--- src/rtl/ptp_fe_pkg.sv ---
// Shared constants and types for the paper tape punch front-end bridge.
// Register map, STATUS/CTRL bit positions and the request FSM states.
package ptp_fe_pkg;

    localparam logic [1:0] ADDR_DATA   = 2'd0;
    localparam logic [1:0] ADDR_STATUS = 2'd1;
    localparam logic [1:0] ADDR_CTRL   = 2'd1;
    localparam logic [1:0] ADDR_FRAMES = 2'd2;
    localparam logic [1:0] ADDR_RSVD   = 2'd3;

    localparam int STAT_NO_TAPE = 0;
    localparam int STAT_EMPTY   = 1;
    localparam int STAT_FULL    = 2;
    localparam int STAT_BUSY    = 3;
    localparam int STAT_IRQ_EN  = 4;
    localparam int STAT_CNT_LSB = 8;

    localparam int CTRL_NO_TAPE = 0;
    localparam int CTRL_FLUSH   = 1;
    localparam int CTRL_IRQ_EN  = 2;

    localparam int DATA_VALID   = 8;

    typedef enum logic [1:0] {
        ST_IDLE,
        ST_SETTLE,
        ST_READ,
        ST_DROP
    } ptp_state_t;

endpackage

--- src/rtl/ptp_fe_fifo.sv ---
// Synchronous 8-bit first-word-fall-through FIFO with flush.
// Simultaneous push and pop is accepted even when full; flush overrides both.
module ptp_fe_fifo #(
    parameter int DEPTH = 16
) (
    input  logic                     clk,
    input  logic                     reset,
    input  logic                     push,
    input  logic [7:0]               push_data,
    input  logic                     pop,
    input  logic                     flush,
    output logic [7:0]               head,
    output logic                     full,
    output logic                     empty,
    output logic [$clog2(DEPTH):0]   count
);
    localparam int AW = $clog2(DEPTH);

    logic [7:0]    mem [DEPTH];
    logic [AW-1:0] rd_ptr_reg;
    logic [AW-1:0] wr_ptr_reg;
    logic [AW:0]   count_reg;
    logic          do_push;
    logic          do_pop;

    assign empty   = (count_reg == '0);
    assign full    = (count_reg == (AW+1)'(DEPTH));
    assign do_pop  = pop && !empty;
    assign do_push = push && (!full || do_pop);
    assign head    = mem[rd_ptr_reg];
    assign count   = count_reg;

    always_ff @(posedge clk) begin
        if (do_push)
            mem[wr_ptr_reg] <= push_data;
    end

    // Pointers wrap naturally since DEPTH is a power of two.
    always_ff @(posedge clk) begin
        if (reset || flush) begin
            rd_ptr_reg <= '0;
            wr_ptr_reg <= '0;
            count_reg  <= '0;
        end else begin
            if (do_push)
                wr_ptr_reg <= wr_ptr_reg + AW'(1);
            if (do_pop)
                rd_ptr_reg <= rd_ptr_reg + AW'(1);
            if (do_push && !do_pop)
                count_reg <= count_reg + (AW+1)'(1);
            else if (do_pop && !do_push)
                count_reg <= count_reg - (AW+1)'(1);
        end
    end

endmodule

--- src/rtl/ptp_fe_bridge.sv ---
// Bridges the KA10 paper tape punch front end to an Avalon-MM host slave.
// Frames are read only when the FIFO has room, which back-pressures the punch.
module ptp_fe_bridge
    import ptp_fe_pkg::*;
#(
    parameter int DEPTH     = 16,
    parameter int RQ_SETTLE = 4,
    parameter int IRQ_LEVEL = 8
) (
    input  logic        clk,
    input  logic        reset,
    input  logic        ptp_data_rq,
    output logic        ptp_read,
    input  logic [31:0] ptp_readdata,
    output logic        ptp_write,
    output logic [31:0] ptp_writedata,
    input  logic [1:0]  h_address,
    input  logic        h_read,
    output logic [31:0] h_readdata,
    input  logic        h_write,
    input  logic [31:0] h_writedata,
    output logic        host_irq
);
    localparam int CW = $clog2(DEPTH) + 1;
    localparam int SW = (RQ_SETTLE > 1) ? $clog2(RQ_SETTLE) : 1;

    ptp_state_t    state_reg, state_next;
    logic [SW-1:0] settle_reg, settle_next;

    logic          no_tape_reg;
    logic          irq_en_reg;
    logic          ptp_write_reg;
    logic          host_irq_reg;
    logic [15:0]   frame_cnt_reg;

    logic [7:0]    fifo_head;
    logic          fifo_full;
    logic          fifo_empty;
    logic [CW-1:0] fifo_count;
    logic [7:0]    count_ext;

    logic          host_pop;
    logic          ctrl_wr;
    logic          flush;
    logic          frames_clr;
    logic          unused_bits;

    assign host_pop   = h_read && (h_address == ADDR_DATA);
    assign ctrl_wr    = h_write && (h_address == ADDR_CTRL);
    assign flush      = ctrl_wr && h_writedata[CTRL_FLUSH];
    assign frames_clr = h_write && (h_address == ADDR_FRAMES);
    assign count_ext  = 8'(fifo_count);
    assign unused_bits = ^{ptp_readdata[31:8], h_writedata[31:3]};

    ptp_fe_fifo #(.DEPTH(DEPTH)) u_fifo (
        .clk       (clk),
        .reset     (reset),
        .push      (state_reg == ST_READ),
        .push_data (ptp_readdata[7:0]),
        .pop       (host_pop),
        .flush     (flush),
        .head      (fifo_head),
        .full      (fifo_full),
        .empty     (fifo_empty),
        .count     (fifo_count)
    );

    always_ff @(posedge clk) begin
        if (reset) begin
            state_reg  <= ST_IDLE;
            settle_reg <= '0;
        end else begin
            state_reg  <= state_next;
            settle_reg <= settle_next;
        end
    end

    always_comb begin
        state_next  = state_reg;
        settle_next = settle_reg;
        case (state_reg)
            ST_IDLE: begin
                if (ptp_data_rq && !fifo_full) begin
                    state_next  = ST_SETTLE;
                    settle_next = SW'(RQ_SETTLE - 1);
                end
            end
            ST_SETTLE: begin
                if (!ptp_data_rq)
                    state_next = ST_IDLE;
                else if (settle_reg == '0)
                    state_next = ST_READ;
                else
                    settle_next = settle_reg - SW'(1);
            end
            ST_READ:  state_next = ST_DROP;
            // Hold off until the punch has cleared its request register.
            ST_DROP: begin
                if (!ptp_data_rq)
                    state_next = ST_IDLE;
            end
            default:  state_next = ST_IDLE;
        endcase
    end

    always_ff @(posedge clk) begin
        if (reset) begin
            no_tape_reg   <= 1'b1;
            irq_en_reg    <= 1'b0;
            ptp_write_reg <= 1'b0;
            host_irq_reg  <= 1'b0;
            frame_cnt_reg <= '0;
        end else begin
            ptp_write_reg <= ctrl_wr;
            if (ctrl_wr) begin
                no_tape_reg <= h_writedata[CTRL_NO_TAPE];
                irq_en_reg  <= h_writedata[CTRL_IRQ_EN];
            end
            // A host clear wins over a coincident frame increment.
            if (frames_clr)
                frame_cnt_reg <= '0;
            else if (state_reg == ST_READ)
                frame_cnt_reg <= frame_cnt_reg + 16'd1;
            host_irq_reg <= irq_en_reg && (count_ext >= 8'(IRQ_LEVEL));
        end
    end

    assign ptp_read      = (state_reg == ST_READ);
    assign ptp_write     = ptp_write_reg;
    assign ptp_writedata = {31'b0, no_tape_reg};
    assign host_irq      = host_irq_reg;

    always_comb begin
        h_readdata = '0;
        case (h_address)
            ADDR_DATA: begin
                if (!fifo_empty) begin
                    h_readdata[7:0]        = fifo_head;
                    h_readdata[DATA_VALID] = 1'b1;
                end
            end
            ADDR_STATUS: begin
                h_readdata[STAT_NO_TAPE]                 = no_tape_reg;
                h_readdata[STAT_EMPTY]                   = fifo_empty;
                h_readdata[STAT_FULL]                    = fifo_full;
                h_readdata[STAT_BUSY]                    = (state_reg != ST_IDLE);
                h_readdata[STAT_IRQ_EN]                  = irq_en_reg;
                h_readdata[STAT_CNT_LSB+7:STAT_CNT_LSB]  = count_ext;
            end
            ADDR_FRAMES: h_readdata = {16'b0, frame_cnt_reg};
            default:     h_readdata = '0;
        endcase
    end

endmodule

--- config.mk ---
export PLATFORM = sky130hd
export DESIGN_NAME = ptp_fe_bridge
export DESIGN_NICKNAME = d
export VERILOG_FILES = /design/src/rtl/ptp_fe_pkg.sv /design/src/rtl/ptp_fe_fifo.sv /design/src/rtl/ptp_fe_bridge.sv
export SDC_FILE = /design/constraint.sdc
export NUM_CORES = 1
export LEC_CHECK = 0
export CORE_ASPECT_RATIO = 1.75
export CORE_UTILIZATION = 58
export CTS_BUF_LIST = sky130_fd_sc_hd__clkbuf_4
export DETAILED_ROUTE_END_ITERATION = 8
export GPL_TIMING_DRIVEN = 0
export PLACE_DENSITY = 0.87
export SLEW_MARGIN = 20
export SYNTH_ARGS = -nofsm -noshare
export SYNTH_HDL_FRONTEND = slang
export SYNTH_SLANG_ARGS = --single-unit
--- constraint.sdc ---
create_clock -name clk -period 8.32 [get_ports clk]
set_input_delay 0.832 -clock clk [delete_from_list [all_inputs] [get_ports clk]]
set_output_delay 0.832 -clock clk [all_outputs]
set_load 0.05 [all_outputs]
## After elaboration in Yosys (flattened, before gate mapping)

Memory sizes are Yosys's and may differ from the RTL's. A register that Yosys moved wholly into a read port is not among the register bits.
Cells that the tools add are included.
Widths: inputs -> output; s select.

| word-level totals | value |
|---|---|
| output and inout port bits | 67 |
| bits of input ports | 71 |
| memories | 1 |
| memory bits (writable) | 128 |
| register bits | 37 |

| operators by class | value |
|---|---|
| multiplexer cells | 20 |
| reductions and logical operators | 26 |
| magnitude comparators | 1 |
| equal/unequal tests | 11 |
| add/subtract/negate cells | 6 |

Memory list:

| memory | words | width | rd ports | clocked after memory_dff | wr ports | RTL line | text |
|---|---|---|---|---|---|---|---|
| u_fifo.mem | 16 | 8 | 1 | 1 | 1 | ptp_fe_fifo.sv:19 | `logic [7:0] mem [DEPTH];` |

Operators with widths:

| operator | count |
|---|---|
| $add 16x1->16 const B | 1 |
| $pmux 5 s3 | 1 |
| $mux 2 | 7 |
| $pmux 7 s2 | 1 |
| $logic_and 1x1->1 | 10 |
| $mux 5 | 2 |
| $mux 9 | 1 |
| $add 4x1->4 const B | 2 |
| $mux 4 | 2 |
| $ne 2x2->1 const B | 4 |
| $pmux 2 s4 | 1 |
| $eq 2x2->1 const B | 3 |
| $logic_not 2->1 | 3 |
| $pmux 3 s2 | 1 |
| $reduce_bool 2->1 | 3 |
| $add 5x1->5 const B | 1 |
| $eq 5x5->1 const B | 1 |
| $ge 5x4->1 const B | 1 |
| $logic_not 5->1 | 1 |
| $sub 5x1->5 const B | 1 |
| $eq 2x1->1 const B | 2 |
| $logic_not 1->1 | 4 |
| $pmux 2 s2 | 1 |
| $reduce_and 4->1 | 1 |
| other kinds (7) | 9 |

## Logic depth before layout (Yosys ltp)

Gate-level depths: netlist of run 1.

| depth | value |
|---|---|
| depth after elaboration | 9 |
| gate-level depth with buffers | 11 |
| mapped depth without buffers | 11 |

## By module

Synthesis of run 1 repeated with hierarchy kept, for this count alone.

| unflattened totals | value |
|---|---|
| cell total of the unflattened synthesis | 532 |
| area total of the unflattened synthesis | 7544.7 um^2 |

By module, submodules not included:

| module | area each (um^2) | times used | seq. area each (um^2) | cells an instance |
|---|---|---|---|---|
| ptp_fe_fifo | 5779.3 | 1 | 4184.0 | 311 |
| ptp_fe_bridge | 1765.4 | 1 | 480.5 | 221 |

## Least setup slack after synthesis of run 1

Ideal clock, no wire load.

| path | value |
|---|---|
| path type | input port to output port |
| start point | in h_address[0] |
| end point | out h_readdata[7] |
| cell stages on the path | 5 |
| required time | 7.488 ns |
| slack | 5.003 ns |
| arrival time | 2.485 ns |
| path through | inv_1 > ha_1 > a21boi_1 > nand2_1 > o221ai_1 |

| on the way | value |
|---|---|
| word-level cells in the longest chain between the ends | 2 |
| elaborated cells between the ends (all ways) | 3 |

Ends and longest elaborated chain:

| element | RTL line | text |
|---|---|---|
| start, declared | ptp_fe_bridge.sv:17 | `input logic [1:0] h_address,` |
| $eq 2x2->1 / $logic_not 2->1 (equally long branches) | ptp_fe_bridge.sv:135 | `case (h_address)` |
| $pmux 3 s2 * | ptp_fe_bridge.sv:135 |  |
| end, declared | ptp_fe_bridge.sv:19 | `output logic [31:0] h_readdata,` |

Mark *: on every way between the ends. The rest lies on a longest branch, timed or not.

## Worst setup path in the final report of run 1

| path | value |
|---|---|
| start point | in h_address[0] |
| end point | out h_readdata[5] |

The elaborated chain is that of the path after synthesis.

==> impl_metrics.toml, run 1 <==
[route]
dr.pass1.iters = 6
finalWirelength_um = 15860
avgRoutedWirePerCell_um = 19.70
vias = 4739
detail-route-antenna-nets = 0
vias_per_cell = 5.887
drt_iter0_drc = 350
drcViolationCount = 0

[synthesis]
avgSynthCellArea_um2 = 14.44
synthCells = 520
yosysWarnings = 0
synth_top_cell_by_area = "edfxtp_1"
ys_types = 53
yosys_register_bits = 169
synth_flop_cell = "edfxtp_1"
synth-edff-count = 128
ys_seq_area_share_pct = 62.13
synth_top_area_share_pct = 51.20
synth_area_leaders = "edfxtp_1 51%, dfxtp_1 11%, mux4_2 8.1%"
netlist_area_um2 = 7507
ys_async_sr_fraction_pct = 0

[timing]
clock.fmax_ghz = 0.2236
finalClockSkew_ns = 0.02220
slew_headroom_pct = 31.34
post-route-period-util_pct = 53.76
setup_viol = 0
hold_violations = 0
rsz0062_at_grt = "false"
finalSetupTns_ns = 0
tightest_slew_ns = 1.021
fin_crit_ns = 4.473
maxSlewViolCount = 0

[global_route]
track_usage_pct = 25.56
grt_max_degree = 19
grt_pass1_vias = 4729
grt_pass1_wl_um = 24800
antenna_found_initial = 1
grt_overflow = 0

[setup_path]
r2r_end = "u_fifo.count[4]$_SDFFE_PP0P_"
path_class = "input port to output port"
crit_end = "h_readdata[5]"
rr_startpoint = "u_fifo.count[0]$_SDFFE_PP0P_"
cp_data_arrival_time_ns = 3.64
start_kind = "input port"
rrSetupSlack_ns = 4.76
worst-path-max-fanout = 8
startpoint = "h_address[0]"
cp.required_ns = 7.49
setup.worst_path.end_class = "output port"
ff2ff_path_depth = 9

[placed_design]
numPortBuffers = 37
dp_hpwl_um = 11580
dpl.cell_count = 772
place.gp.congestion = 0.9211

[clocking]
clk_path_buf_depth = 2
h-tree-depth = 4
cts_root_buffer = "clkbuf_4"
cts.sinks = 169
cts_setup_buffers = 0
path_clk_slew_ns = 0.15
cts_resized = 0
cts_buffers = 17
clk_latency_ns = 0.56
holdBufCountCts = 0
cts_tree = "built"

[floorplan]
fp.dieW_um = 88
start_util_pct = 59.74
num_rows = 54
core_um2 = 12570
die_h_um = 152.5
pin_count = 138
die_area_um2 = 13420

[cells_and_area]
largest_reg_flops = 128
fill_cells = 852
drive_gt1_share_pct = 19.18
synthToLayoutAreaGrowth_pct = 14.45
stdcell_count = 805
nets = 710

[pwr]
swShare_pct = 29.76
switchingPower_uw = 494.3
seq_power_share_pct = 56.2
ir_worst_vdd_mv = 0.1470
power_density_nw_per_um2 = 193.3
p_clk_share_pct = 29.0
pwr-share-comb_pct = 14.8
p_leak_uw = 0.003019
p_int_uw = 1167

[status]
outcome = "finished, final reports clean"

[worst_hold_path]
hold_path_class = "register to register"

[flow_run]
cap_viol_max_count = 0
## cell usage after synthesis (all sizes together) (2+ instances only)
| cell type | n |
|---|---|
| edfxtp | 128 |
| buf | 58 |
| nor2 | 45 |
| dfxtp | 41 |
| mux4 | 33 |
| nand2 | 23 |
| mux2i | 19 |
| a21oi | 15 |
| ha | 15 |
| clkbuf | 13 |
| inv | 13 |
| xor2 | 12 |
| nand4 | 8 |
| nand2b | 7 |
| nand3 | 7 |
| nor3 | 7 |
| o21ai | 7 |
| a22oi | 5 |
| nor2b | 5 |
| xnor2 | 5 |
| a31oi | 4 |
| nand3b | 4 |
| o221ai | 4 |
| or3 | 4 |
| a21o | 3 |
| and2 | 3 |
| nor4 | 3 |
| a222oi | 2 |
| a311o | 2 |
| a31o | 2 |
| a32oi | 2 |
| and3 | 2 |
| and4 | 2 |
| and4b | 2 |
| or4 | 2 |
## layout by cell type (no fill, tap or decap), types with 4 or more instances in the layout
master	instances
clkbuf_1	13
nand2_1	23
mux2i_1	19
inv_8	4
nand3b_1	4
clkbuf_4	17
nand3_1	7
xnor2_1	5
o21ai_0	7
a21oi_1	15
nor2b_1	5
buf_4	49
nor3_2	4
conb_1	47
nor2_1	45
dfxtp_1	41
o221ai_1	4
mux4_1	6
a22oi_1	5
buf_2	5
ha_1	15
nand2b_1	7
xor2_1	12
inv_6	4
inv_1	13
or3_1	4
edfxtp_1	128
mux4_2	27
a31oi_1	4
nand4_1	8
clkdlybuf4s50_1	37
## kinds of logic (layout without fill, tap and decap cells)
group	Yosys count	count (layout)	synth area share, %
compound gates	55	55	5.050
flops	169	169	62.13
simple gates	125	125	8.200
buf+inv	84	154	6.933
mux	53	53	12.88
other cells	1	48	0.04995
fa+ha+maj	16	16	2.767
xor+xnor	17	17	1.983
## power by group through the flow
| stage | Combinational (µW) | Sequential, µW | Clock (µW) |
|---|---|---|---|
| floorplan | 181 | 947 | 0 |
| CTS | 242 | 933 | 488 |
| detailed placement | 240 | 952 | 0 |
| global placement | 231 | 951 | 0 |
| finish | 245 | 934 | 482 |
| global route | 262 | 936 | 521 |
## per-layer routing
layer	vias to the layer above	global-route usage (%)	share of wire [%]
li1	2092	-	-
met1	2282	27.84	33
met2	289	43.34	55
met3	76	4.984	5.8
met4	0	18.03	6.1
met5	-	0	0
## critical path: stages
cell	delay (ns)
clkdlybuf4s50_1	0.47
inv_1	0.13
ha_1	0.29
a21boi_1	0.61
nand2_1	0.21
o221ai_1	0.24
clkdlybuf4s50_1	0.85
## final cells by class
cell class	instances	area [µm²]	share of cell area [%]
Sequential cell	169	4664	54.29
Multi-Input combinational cell	313	2515	29.27
Buffer	71	471.7	5.490
Timing Repair Buffer	38	377.9	4.398
Tap cell	168	210.2	2.446
Clock inverter	15	173.9	2.024
Clock buffer	17	127.6	1.485
Inverter	13	48.80	0.5679
Antenna cell	1	2.502	0.02912
## how the worst min path moves through the flow
stage,end,cells after the start,slack (ns),start
finish,register,2,0.50,u_fifo.rd_ptr_reg[3]$_SDFFE_PP0N_
global route,irq_en_reg$_SDFFE_PP0P_,2,0.52,irq_en_reg$_SDFFE_PP0P_
CTS,register,2,0.50,u_fifo.rd_ptr_reg[3]$_SDFFE_PP0N_
detailed placement,register,2,0.47,u_fifo.rd_ptr_reg[3]$_SDFFE_PP0N_
global placement,irq_en_reg$_SDFFE_PP0P_,2,0.46,irq_en_reg$_SDFFE_PP0P_
floorplan,irq_en_reg$_SDFFE_PP0P_,2,0.44,irq_en_reg$_SDFFE_PP0P_
## per-stage QoR
step | utilization [%] | instance area (µm²) | setup WS [ns] | hold WS, ns | power [µW]
finish | 68.37 | 8592 | 3.847 | 0.5035 | 1661
global route | 68.37 | 8592 | 3.680 | 0.5190 | 1718
CTS | 68.35 | 8589 | 3.843 | 0.4991 | 1663
detailed placement | 65.95 | 8288 | 3.885 | 0.4731 | 1192
global placement | 65.73 | 8260 | 3.940 | 0.4623 | 1182
floorplan | - | 7680 | 5.003 | 0.4440 | 1128
No activity file was read; power rests on OpenSTA's default activity.
==> run 2: changes to the inputs <==
--- a/config.mk
+++ b/config.mk
@@ -6,11 +6,11 @@
 export NUM_CORES = 1
 export LEC_CHECK = 0
 export CORE_ASPECT_RATIO = 1.75
-export CORE_UTILIZATION = 58
+export CORE_UTILIZATION = 49
 export CTS_BUF_LIST = sky130_fd_sc_hd__clkbuf_4
 export DETAILED_ROUTE_END_ITERATION = 8
 export GPL_TIMING_DRIVEN = 0
-export PLACE_DENSITY = 0.87
+export PLACE_DENSITY = 0.78
 export SLEW_MARGIN = 20
 export SYNTH_ARGS = -nofsm -noshare
 export SYNTH_HDL_FRONTEND = slang
==> constraint.sdc (replaced) <==
create_clock -name clk -period 4.1 [get_ports clk]
set_input_delay 0.41 -clock clk [delete_from_list [all_inputs] [get_ports clk]]
set_output_delay 0.41 -clock clk [all_outputs]
set_load 0.05 [all_outputs]
==> run 2 against run 1 <==
Effect of this change:
- sequential share of layout area up 0.079 points
- critical path depth did not move
- highest routed layer unchanged
- global-route usage fell by 5.2 points
- final area is 0.15% lower
==> impl_metrics.toml, run 2 (same netlist as run 1, synthesis figures left out) <==
[status]
outcome = "finished, final reports clean"

[cells_and_area]
drive_gt1_share_pct = 19.37
synthToLayoutAreaGrowth_pct = 14.28
nets = 709
largest_reg_flops = 128
fill_cells = 1191
final_util_pct = 57.53
most-common-layout-cells = "128 x edfxtp_1, 49 x buf_4, 47 x conb_1"
final_common_cell = "edfxtp_1"
stdcell_count = 819

[setup_path]
rrSetupSlack_ns = 0.96
start_kind = "register"
path_class = "register to output port"
crit_family = "buffers and inverters"
setup.worst_path.end_class = "output port"
critPathMaxStageDelay_ns = 0.72
cp_data_arrival_time_ns = 3.42
cpMaxStageDelayCell = "clkdlybuf4s50_1"
crit_top_cell = "buf_2"
cp.required_ns = 3.69
worstPathCellList = "buf_2 -> buf_2 -> mux4_1 -> mux4_2 -> nand2_1 -> a31oi_1 -> clkdlybuf4s50_1"
rr_startpoint = "u_fifo.count[0]$_SDFFE_PP0P_"
worst-path-max-fanout = 19
path_buf_inv = 3

[placed_design]
dpl.cell_count = 787
dp_slack_ns = 0.4620
dp_hpwl_um = 11270
numPortBuffers = 37
place.gp.congestion = 0.8965

[clocking]
cts_tree = "built"
cts_root_buffer = "clkbuf_4"
path_clk_slew_ns = 0.15
cts.sinks = 169
h-tree-depth = 4
cts_buffers = 17
holdBufCountCts = 0
cts_setup_buffers = 0
clk_path_buf_depth = 2
cts_resized = 0
clk_latency_ns = 0.55

[route]
vias_per_cell = 5.567
vias = 4559
finalWirelength_um = 15270
dr.pass1.iters = 5
drt_iter0_drc = 289
drcViolationCount = 0
avgRoutedWirePerCell_um = 18.64
detail-route-antenna-nets = 0

[global_route]
grt_overflow = 0
grt_pass1_vias = 4468
track_usage_pct = 20.37
grt_pass1_wl_um = 23400
antenna_found_initial = 1
grt_max_degree = 18

[timing]
tightest_slew_ns = 0.9810
setup_viol = 0
rsz0062_at_grt = "false"
slew_headroom_pct = 34.36
finalClockSkew_ns = 0.02476
fin_ws_ns = 0.2741
fin_crit_ns = 3.826
finalSetupTns_ns = 0
post-route-period-util_pct = 93.31
holdWs_ns = 0.4666
maxSlewViolCount = 0
hold_violations = 0
clock.fmax_ghz = 0.2614

[floorplan]
start_util_pct = 50.34
die_area_um2 = 15840
core_um2 = 14910
die_h_um = 165.7
num_rows = 59
fp.dieW_um = 95.57
pin_count = 138

[pwr]
p_leak_uw = 0.002996
switchingPower_uw = 979.2
power_density_nw_per_um2 = 383.1
seq_power_share_pct = 57.6
swShare_pct = 29.79
p_clk_share_pct = 27.3
p_int_uw = 2308
ir_worst_vdd_mv = 0.2136
pwr-share-comb_pct = 15.1

[flow_run]
cap_viol_max_count = 0

[worst_hold_path]
min-delay-start = "h_writedata[2]"
hold_path_class = "input port to register"
-- run 2: cell types whose count changed in the layout (fill, tap and decap cells not counted) --
cell and delta:
nor4_2 +1, clkinv_2 -1, clkinvlp_4 +2, inv_8 -2, bufinv_16 -1, clkinv_8 -1, nor4_1 -1, inv_6 +2
clkbuf_1 -1, clkbuf_4 +1
-- run 2: worst paths after layout --
| kind | end | cells past startpoint |
|---|---|---|
| setup / recovery | h_readdata[3] | 7 |
| hold / removal | irq_en_reg$_SDFFE_PP0P_ | 3 |
| setup reg to reg | u_fifo.count[4]$_SDFFE_PP0P_ | 9 |
| hold reg to reg | irq_en_reg$_SDFFE_PP0P_ | 2 |
-- run 2: stage by stage --
stage | cell area (µm²) | total power [µW]
floorplan | 7680 | 2289
global placement | 8279 | 2400
detailed placement | 8307 | 2418
CTS | 8574 | 3294
global route | 8579 | 3407
finish | 8579 | 3287
-- run 2: tightest hold or removal path, cell delays in order --
cell and delay, ns:
clkdlybuf4s50_1 0.42, nand3_1 0.09, a21oi_1 0.06
-- run 2: power groups by stage --
stage / clock, µW / sequential (µW) / combinational, µW
after floorplan: 0 / 1920 / 367
after global placement: 0 / 1930 / 470
after detailed placement: 0 / 1930 / 487
after CTS: 912 / 1890 / 490
after global routing: 972 / 1900 / 536
final: 897 / 1890 / 495
-- run 2: cell type report --
cell class                      instances  area (µm²)  share of cell area, %
Multi-Input combinational cell        313        2521                  29.39
Sequential cell                       169        4664                  54.37
Tap cell                              183       229.0                  2.669
Buffer                                 70       467.9                  5.454
Timing Repair Buffer                   38       377.9                  4.404
Antenna cell                            1       2.502                0.02917
Clock buffer                           18       135.1                  1.575
Inverter                               13       48.80                 0.5688
Clock inverter                         14       132.6                  1.546
-- run 2: per-layer routing --
layer / track usage (%) / part of all wire [%] / vias up
li1: - / - / 2093
met1: 21.48 / 35 / 2240
met2: 36.52 / 55 / 186
met3: 4.167 / 4.9 / 40
met4: 11.23 / 4.2 / 0
met5: 0 / 0 / -
==> run 3: changes to the inputs <==
--- a/config.mk
+++ b/config.mk
@@ -5,12 +5,14 @@
 export SDC_FILE = /design/constraint.sdc
 export NUM_CORES = 1
 export LEC_CHECK = 0
+export CAP_MARGIN = 10
 export CORE_ASPECT_RATIO = 1.75
 export CORE_UTILIZATION = 49
 export CTS_BUF_LIST = sky130_fd_sc_hd__clkbuf_4
 export DETAILED_ROUTE_END_ITERATION = 8
 export GPL_TIMING_DRIVEN = 0
 export PLACE_DENSITY = 0.78
+export REMOVE_ABC_BUFFERS = 1
 export SLEW_MARGIN = 20
 export SYNTH_ARGS = -nofsm -noshare
 export SYNTH_HDL_FRONTEND = slang
==> run 3 against run 2 <==
Effect of this change:
- register-to-register slack got worse by 0.09 ns
- worst hold slack improved by 0.0017 ns
- clock skew fell by 0.0041 ns
- combinational power fell by 10%
- global-route usage rose by 0.37 points
- via count fell by 3.8%
- clock power rose by 6.2%
- wire length rose by 2.9%
- sequential share of layout area rose by 2.8 points
- total power rose by 0.53%
- critical path type unchanged
==> impl_metrics.toml, run 3 (same netlist as run 1, synthesis figures left out) <==
[status]
outcome = "finished, final reports clean"

[timing]
post-route-period-util_pct = 93.40
tightest_slew_ns = 1.132
clock.fmax_ghz = 0.2611
maxSlewViolCount = 0
holdWs_ns = 0.4683
finalClockSkew_ns = 0.02062
setup_viol = 0
slew_headroom_pct = 24.25
hold_violations = 0
fin_crit_ns = 3.829
rsz0062_at_grt = "false"

[setup_path]
path_class = "register to output port"
cpMaxStageDelayCell = "dfxtp_2"
rrSetupSlack_ns = 0.87
setup.worst_path.end_class = "output port"
rr_startpoint = "u_fifo.count[0]$_SDFFE_PP0P_"
worst-path-max-fanout = 28
cp_data_arrival_time_ns = 3.42
critPathMaxStageDelay_ns = 0.83
cp.required_ns = 3.69
r2r_end = "u_fifo.count[4]$_SDFFE_PP0P_"
worstPathCellList = "mux4_1 -> mux4_2 -> a222oi_1 -> nor2_1 -> clkdlybuf4s50_1"
crit_family = "multiplexers"
ff2ff_path_depth = 9
path_buf_inv = 1
start_kind = "register"

[clocking]
holdBufCountCts = 0
path_clk_slew_ns = 0.13
cts_buffers = 17
clk_path_buf_depth = 2
cts_tree = "built"
clk_latency_ns = 0.54
cts_root_buffer = "clkbuf_4"
cts_setup_buffers = 0
h-tree-depth = 4
cts_resized = 0
cts.sinks = 169

[cells_and_area]
largest_reg_flops = 128
final_common_cell = "edfxtp_1"
n_antenna_cell = 0
drive_gt1_share_pct = 13.01
fill_cells = 1188
most-common-layout-cells = "128 x edfxtp_1, 47 x conb_1, 44 x nor2_1"
nets = 643
multi_input_comb_area_um2 = 2524
ff_latch_area_um2 = 4669
design_area_um2 = 8174
synthToLayoutAreaGrowth_pct = 8.883

[route]
finalWirelength_um = 15710
vias = 4384
drt_iter0_drc = 383
drcViolationCount = 0
vias_per_cell = 5.830
dr.pass1.iters = 7
detail-route-antenna-nets = 0
avgRoutedWirePerCell_um = 20.88

[floorplan]
die_h_um = 165.7
num_rows = 59
die_area_um2 = 15840
pin_count = 138
core_um2 = 14910
start_util_pct = 50.34
fp.dieW_um = 95.57

[pwr]
ir_worst_vdd_mv = 0.1521
p_leak_uw = 0.002720
finalPower_uw = 3304
power_density_nw_per_um2 = 404.2

[placed_design]
place.gp.congestion = 0.8162
numPortBuffers = 37
place_area_um2 = 7863
dp_hpwl_um = 10680

[worst_hold_path]
holdPathEnd = "irq_en_reg$_SDFFE_PP0P_"
min-delay-start = "h_writedata[2]"
hold_depth = 3
hold_path_class = "input port to register"

[global_route]
grt_overflow = 0
grt_max_degree = 36
grt_pass1_wl_um = 23850
grt_pass1_vias = 4419
track_usage_pct = 20.73
antenna_found_initial = 0

[flow_run]
cap_viol_max_count = 0
run 3: cell count changes in the layout (fill, tap and decap cells not counted), moves of 2 or more:
cell,previous run,this run
inv_8,2,0
bufinv_16,0,2
dfxtp_1,41,39
buf_4,49,4
clkbuf_1,12,0
buf_2,5,0
buf_1,3,0
clkinv_2,0,3
clkinvlp_4,2,0
run 3: per-stage QoR:
stage / setup slack (ns) / util (%) / TNS (ns) / std cells
finish: 0.2707 / 54.82 / 0 / 752
global route: 0.1005 / 54.82 / 0 / 752
CTS: 0.01794 / 54.62 / 0 / 751
detailed placement: 0.4423 / 52.73 / 0 / 719
global placement: -0.4957 / 52.36 / -1.411 / 715
floorplan: 0.6296 / - / 0 / 495
run 3: routing by layer:
metal	global-route usage (%)	wire [µm]
met2	38.39	8864
met1	21.40	5297
met3	3.342	743
met5	0	0
met4	11.16	799
run 3: worst max path at each step:
stage	start	to	slack, ns	cells past startpoint
floorplan	register	h_readdata[0]	0.63	4
global placement	register	h_readdata[0]	-0.50	5
detailed placement	h_address[0]	h_readdata[6]	0.44	7
CTS	u_fifo.count[0]$_SDFFE_PP0P_	h_readdata[6]	0.02	5
global route	register	h_readdata[0]	0.10	5
finish	register	h_readdata[0]	0.27	5
run 3: layout make-up:
type,instances,share of cell area [%]
Tap cell,183,2.801
Timing Repair Buffer,42,5.143
Multi-Input combinational cell,313,30.87
Inverter,13,0.5970
Clock inverter,13,1.714
Sequential cell,169,57.13
Clock buffer,19,1.745
run 3: worst min-delay path: stages:
cell,delay [ns]
clkdlybuf4s50_1,0.41
nand3_1,0.08
a21oi_1,0.06
run 3: report_power, final:
part | internal (µW) | leakage (µW) | total [µW] | switching (µW)
combinational | 137 | 0.00108 | 444 | 307
clock | 382 | 0.000160 | 953 | 571
sequential | 1860 | 0.00148 | 1910 | 44.7
